==> src/rtl/duck_pkg.sv <==
// duck_pkg: shared types and constants for the duck sprite read path.
//   duck_state_t  - duck behaviour state driven by the game logic
//   FR_*          - frame RAM select codes (which duck image RAM feeds ram_rd_data)
//   PALETTE       - 8-entry index -> 24-bit RGB table (index 0 is transparent)
package duck_pkg;

    typedef enum logic [1:0] {
        IDLE    = 2'd0,
        FLYING  = 2'd1,
        SHOT    = 2'd2,
        FALLING = 2'd3
    } duck_state_t;

    localparam int SPR_W_DEF = 20;
    localparam int SPR_H_DEF = 20;

    localparam logic [2:0] FR_FLY0  = 3'd0;
    localparam logic [2:0] FR_FLY1  = 3'd1;
    localparam logic [2:0] FR_FLY2  = 3'd2;
    localparam logic [2:0] FR_SHOT  = 3'd3;
    localparam logic [2:0] FR_FALL0 = 3'd4;
    localparam logic [2:0] FR_FALL1 = 3'd5;

    localparam logic [23:0] PALETTE [0:7] = '{
        24'h000000,   // transparent
        24'h101010,   // outline
        24'h1E6B24,   // head green
        24'h8B4513,   // body brown
        24'hFFFFFF,   // wing white
        24'hFFA500,   // beak orange
        24'hE8C468,   // belly tan
        24'hFF0000    // eye red
    };

    function automatic logic [2:0] first_frame(input duck_state_t s);
        case (s)
            SHOT:    return FR_SHOT;
            FALLING: return FR_FALL0;
            default: return FR_FLY0;
        endcase
    endfunction

    // Flap phase 0..3 walks the wing frames 0,1,2,1 so the wing swings back.
    function automatic logic [2:0] fly_frame(input logic [1:0] ph);
        case (ph)
            2'd0:    return FR_FLY0;
            2'd2:    return FR_FLY2;
            default: return FR_FLY1;
        endcase
    endfunction

endpackage

==> src/rtl/duck_palette.sv <==
// duck_palette: combinational palette lookup, registered by the parent.
//   idx  in  3   palette index from the frame RAM
//   rgb  out 24  {R,G,B}
module duck_palette
    import duck_pkg::*;
(
    input  logic [2:0]  idx,
    output logic [23:0] rgb
);
    assign rgb = PALETTE[idx];
endmodule

==> src/rtl/duck_sprite_renderer.sv <==
// duck_sprite_renderer: per-pixel read driver for the duck frame RAMs.
//   Clk, Reset_n            clock / async active-low reset
//   DrawX, DrawY            scan coordinate
//   SpriteX, SpriteY, dir_left  duck placement, latched on frame_tick
//   duck_state, frame_tick  animation control
//   ram_rd_addr, ram_frame_sel  frame RAM read address / RAM select
//   ram_rd_data             selected RAM output ([2:0] = palette index)
//   fall_start              one-cycle pulse once SHOT has been held
//   sprite_on, Red/Green/Blue   opaque flag and colour, 3 edges after DrawX/DrawY
module duck_sprite_renderer
    import duck_pkg::*;
#(
    parameter int SPR_W      = SPR_W_DEF,
    parameter int SPR_H      = SPR_H_DEF,
    parameter int ADDR_W     = 19,
    parameter int FLAP_DIV   = 8,
    parameter int SHOT_HOLD  = 30,
    parameter int TRANSP_IDX = 0
) (
    input  logic              Clk,
    input  logic              Reset_n,
    input  logic [9:0]        DrawX,
    input  logic [9:0]        DrawY,
    input  logic [9:0]        SpriteX,
    input  logic [9:0]        SpriteY,
    input  logic              dir_left,
    input  duck_state_t       duck_state,
    input  logic              frame_tick,
    output logic [ADDR_W-1:0] ram_rd_addr,
    output logic [2:0]        ram_frame_sel,
    input  logic [4:0]        ram_rd_data,
    output logic              fall_start,
    output logic              sprite_on,
    output logic [7:0]        Red,
    output logic [7:0]        Green,
    output logic [7:0]        Blue
);
    localparam int CW = 8;

    logic [9:0]        spr_x_l, spr_y_l;
    logic              dir_l;
    logic [10:0]       dx, dy, col;
    logic              hit0;
    logic [ADDR_W-1:0] addr0;
    logic [1:0]        vld_pipe;
    logic [2:0]        idx;
    logic [23:0]       pal_rgb;
    logic              opaque;
    logic              unused_ram_hi;

    duck_state_t       cur_st;
    logic [CW-1:0]     cnt;
    logic [1:0]        fly_ph;
    logic              shot_fired;

    // 11-bit differences: bit 10 is the sign, so a sprite near x=1023
    // never aliases onto the left edge of the screen.
    always_comb begin
        dx    = {1'b0, DrawX} - {1'b0, spr_x_l};
        dy    = {1'b0, DrawY} - {1'b0, spr_y_l};
        hit0  = ~dx[10] & (dx < 11'(SPR_W)) & ~dy[10] & (dy < 11'(SPR_H));
        col   = dir_l ? (11'(SPR_W - 1) - dx) : dx;
        addr0 = ADDR_W'(dy) * ADDR_W'(SPR_W) + ADDR_W'(col);
    end

    assign idx           = ram_rd_data[2:0];
    assign unused_ram_hi = ^ram_rd_data[4:3];
    assign opaque        = vld_pipe[1] && (idx != 3'(TRANSP_IDX)) && (duck_state != IDLE);

    duck_palette u_pal (.idx(idx), .rgb(pal_rgb));

    // Placement latch: only moves during vertical blank.
    always_ff @(posedge Clk or negedge Reset_n) begin
        if (!Reset_n) begin
            spr_x_l <= '0;
            spr_y_l <= '0;
            dir_l   <= 1'b0;
        end else if (frame_tick) begin
            spr_x_l <= SpriteX;
            spr_y_l <= SpriteY;
            dir_l   <= dir_left;
        end
    end

    // Pixel pipe: addr reg -> RAM read -> colour reg.
    always_ff @(posedge Clk or negedge Reset_n) begin
        if (!Reset_n) begin
            ram_rd_addr        <= '0;
            vld_pipe           <= '0;
            sprite_on          <= 1'b0;
            {Red, Green, Blue} <= '0;
        end else begin
            ram_rd_addr        <= hit0 ? addr0 : '0;
            vld_pipe           <= {vld_pipe[0], hit0};
            sprite_on          <= opaque;
            {Red, Green, Blue} <= opaque ? pal_rgb : 24'h0;
        end
    end

    // Animation sequencer; the tick that sees a new state is tick 1 of it.
    always_ff @(posedge Clk or negedge Reset_n) begin
        if (!Reset_n) begin
            cur_st        <= IDLE;
            cnt           <= '0;
            fly_ph        <= '0;
            shot_fired    <= 1'b0;
            ram_frame_sel <= '0;
            fall_start    <= 1'b0;
        end else begin
            fall_start <= 1'b0;
            if (frame_tick) begin
                if (duck_state != cur_st) begin
                    cur_st        <= duck_state;
                    cnt           <= '0;
                    fly_ph        <= '0;
                    shot_fired    <= 1'b0;
                    ram_frame_sel <= first_frame(duck_state);
                    if (duck_state == SHOT && SHOT_HOLD <= 1) begin
                        fall_start <= 1'b1;
                        shot_fired <= 1'b1;
                    end
                end else begin
                    case (cur_st)
                        IDLE: begin
                            cnt           <= '0;
                            ram_frame_sel <= FR_FLY0;
                        end
                        FLYING: begin
                            if (cnt == CW'(FLAP_DIV - 1)) begin
                                cnt           <= '0;
                                fly_ph        <= 2'(fly_ph + 2'd1);
                                ram_frame_sel <= fly_frame(2'(fly_ph + 2'd1));
                            end else begin
                                cnt <= cnt + 1'b1;
                            end
                        end
                        FALLING: begin
                            if (cnt == CW'(FLAP_DIV - 1)) begin
                                cnt           <= '0;
                                ram_frame_sel <= (ram_frame_sel == FR_FALL0) ? FR_FALL1 : FR_FALL0;
                            end else begin
                                cnt <= cnt + 1'b1;
                            end
                        end
                        SHOT: begin
                            // Counter freezes once fired so it can never wrap and re-fire.
                            if (!shot_fired) begin
                                if (cnt == CW'(SHOT_HOLD - 2)) begin
                                    fall_start <= 1'b1;
                                    shot_fired <= 1'b1;
                                end
                                cnt <= cnt + 1'b1;
                            end
                        end
                        default: ;
                    endcase
                end
            end
        end
    end

endmodule
==> config.mk <==
export PLATFORM = sky130hd
export DESIGN_NAME = duck_sprite_renderer
export DESIGN_NICKNAME = d
export VERILOG_FILES = /design/src/rtl/duck_pkg.sv /design/src/rtl/duck_palette.sv /design/src/rtl/duck_sprite_renderer.sv
export SDC_FILE = /design/constraint.sdc
export NUM_CORES = 1
export LEC_CHECK = 0
export CAP_MARGIN = 20
export CELL_PAD_IN_SITES_DETAIL_PLACEMENT = 1
export CELL_PAD_IN_SITES_GLOBAL_PLACEMENT = 2
export CORE_ASPECT_RATIO = 1.2
export CORE_MARGIN = 2
export CORE_UTILIZATION = 39
export DETAILED_ROUTE_END_ITERATION = 8
export DONT_BUFFER_PORTS = 1
export HOLD_SLACK_MARGIN = 0.15
export PLACE_DENSITY = 0.9
export SETUP_SLACK_MARGIN = 0.3
export SYNTH_ARGS = -nofsm -noshare
export SYNTH_HDL_FRONTEND = slang
export SYNTH_SLANG_ARGS = --single-unit
==> constraint.sdc <==
create_clock -name Clk -period 4.6 [get_ports Clk]
set_input_delay 0 -clock Clk [delete_from_list [all_inputs] [get_ports Clk]]
set_output_delay 0 -clock Clk [all_outputs]
set_load 0.1 [all_outputs]
==> impl_metrics.json <==
{
  "outcome": "finished, final reports clean",
  "avgSynthCellArea_um2": 9.091,
  "design.core.area_um2": 12720,
  "die_h_um": 129.3,
  "clk_latency_ns": 0.34,
  "crit_type": "reg -> reg",
  "drv_cap": 0,
  "grt-busiest-layer": "met2",
  "final_cell_mix": "dlygate4sd3_1, dfrtp_1, nor2_1, ha_1, inv_1",
  "antenna_found_initial": 1,
  "critical_path_required_ns": 4.81,
  "reg2reg_setup_slack_ns": 0.51,
  "clock-sinks": 77,
  "synthToLayoutAreaGrowth_pct": 26.84,
  "first_pass_iters": 4,
  "grt_pass1_wl_um": 23350,
  "crit_path_end_kind": "flip-flop",
  "synth-edff-count": 0,
  "min_period_over_period_pct": 88.86,
  "design.portCount": 99,
  "layout-drive-gt1-share_pct": 9.457,
  "async_flop_share_pct": 100.0,
  "finalCriticalPeriod_ns": 4.088,
  "cts_tree": "yes",
  "tns_ns": 0,
  "hold_viol": 0,
  "vias": 4253,
  "ys_seq_area_share_pct": 37.78,
  "skew_ns": 0.01176,
  "synth_area_leader_cell": "dfrtp_1",
  "dieArea_um2": 14010,
  "cts_inserted_buffers": 9,
  "hold_class": "in -> reg",
  "grt_start_max_net_pins": 78,
  "fillerInstances": 1480,
  "ir_drop_mv": 0.4593,
  "viasPerCell": 5.251,
  "p_leak_nw": 2.984,
  "ys_ff_latch": 77,
  "synth.cell_area_um2": 5100,
  "drv_slew": 0,
  "powerDensity_nw_per_um2": 500.3,
  "die_w_um": 108.4,
  "p_total_mw": 3.236,
  "critPathMaxFanout": 3,
  "drtIter0Drc": 133,
  "grt_pass1_vias": 4835,
  "grt_use_met1_pct": 24.61,
  "hpwl_um": 9071,
  "use_met2_pct": 38.22,
  "clockRootBuffer": "clkbuf_16",
  "initial_core_util_pct": 40.08,
  "cts_buffer_depth": 2,
  "yosys.area.top_type_share_pct": 37.78,
  "cts_max_level": 3,
  "worstPathArrival_ns": 4.30,
  "rsz0062_at_grt": "false",
  "drt-total-wl_um": 13910,
  "ant_nets": 0,
  "layout_commonest_cell": "dlygate4sd3_1",
  "syn_inst": 561,
  "slew_headroom_pct": 36.93,
  "drc": 0,
  "synth_ff_type": "dfrtp_1",
  "wl_per_cell_um": 17.18,
  "grt_overflow_total": 0,
  "timing.fmax_mhz": 244.6,
  "clk_pin_slew_ns": 0.07,
  "io_buffers": 0,
  "fp-row-count": 45,
  "ys_types": 54,
  "hold_slack_ns": 0.2797,
  "grt_util_met3_pct": 4.225,
  "place.gp.congestion": 0.7820,
  "nets": 754,
  "grtUsageTotal_pct": 21.01,
  "cp-start-kind": "flip-flop",
  "worst_pin_slew_ns": 0.9461,
  "setup_violations": 0,
  "ys_top_cells_by_area": "dfrtp_1, ha_1, o21ai_0",
  "yosysWarnings": 0
}
==> state kept, by name (all words and copies together), names as in the netlist, 2 cells and up <==
| name | count |
|---|---|
| Blue | 6 |
| Green | 6 |
| Red | 7 |
| cnt | 8 |
| cur_st | 2 |
| fly_ph | 2 |
| ram_frame_sel | 3 |
| ram_rd_addr | 17 |
| spr_x_l | 10 |
| spr_y_l | 10 |
| vld_pipe | 2 |
==> critical path: stages, from the launching register on <==
cell and delay, ns:
dfrtp_1 0.36, ha_2 0.20, inv_1 0.06, fa_2 0.35, a21o_1 0.20, a21oi_2 0.18
xnor2_2 0.16, ha_1 0.29, ha_1 0.35, a21o_1 0.20, a211oi_2 0.20, nor2_1 0.06
ha_2 0.35, o21a_1 0.14, o31a_1 0.23, nor4_2 0.07, nor4_2 0.21, buf_4 0.16
xnor2_1 0.14, nor2_1 0.06
==> per-layer routing <==
metal	share of wire, %	routed length (um)	vias to the layer above
met4	1.7	238	0
met1	40	5625	2098
li1	-	-	2066
met2	54	7546	71
met5	0	0	-
met3	3.6	502	18
==> power breakdown <==
part | internal, mW | switching [mW]
combinational | 0.783 | 0.970
sequential | 0.700 | 0.0555
clock | 0.422 | 0.306
total | 1.91 | 1.33
==> cells by family (layout without fill, tap and decap cells) <==
group	Yosys count	after routing	synth area share, %
xor+xnor	37	37	6.502
simple gates	169	169	15.82
compound gates	134	134	16.09
fa+ha+maj	64	64	16.24
flops	77	77	37.78
mux	7	7	1.497
buf+inv	72	153	5.986
other cells	1	5	0.07353
==> worst paths after layout <==
kind,start,end,cells past startpoint
setup / recovery,spr_y_l[0],ram_rd_addr[12],19
hold / removal,DrawY[0],ram_rd_addr[2],6
setup reg to reg,spr_y_l[0],ram_rd_addr[12],19
hold reg to reg,vld_pipe[0],vld_pipe[1],0
max in group asynchronous,Reset_n,Blue[2],2
min in group asynchronous,Reset_n,spr_y_l[8],2
==> what timing repair did <==
item	in CTS	in global routing
hold buffers	78	0
gates cloned	0	0
pin swaps	0	4
setup buffers	0	1
setup endpoints to repair	2	5
endpoints found under the hold margin	133	0
resized for setup	1	22
==> per-stage QoR <==
step	setup slack [ns]	cell area [um^2]	instances	util, %
detailed placement	0.3898	5249	714	41.25
floorplan	0.8631	5111	564	-
global placement	0.5297	5249	714	41.25
finish	0.5124	6469	810	50.84
global route	0.2826	6469	810	50.84
CTS	0.3715	6362	808	50.00
==> final cells by class <==
type	instances	area (um^2)	area share, %
Antenna cell	1	2.502	0.03868
Clock buffer	9	225.2	3.482
Clock inverter	7	73.82	1.141
Inverter	54	202.7	3.133
Multi-Input combinational cell	415	2982	46.09
Sequential cell	77	1932	29.86
Tap cell	164	205.2	3.172
Timing Repair Buffer	83	845.8	13.08
==> synth_stat cells (all sizes together) (3+ instances only) <==
master	n
dfrtp	77
ha	59
nor2	56
inv	54
o21ai	54
nand2	49
a21oi	29
xnor2	22
xor2	15
buf	12
nor3	10
o21a	10
a211oi	8
a21o	8
nand3b	7
clkbuf	6
nand2b	6
nand4	6
nor2b	6
o31a	6
mux2	5
nand3	5
a31oi	4
and2	4
fa	4
nor4	4
or2	4
and3	3
Note: power is estimated with default switching activity, not from simulation.
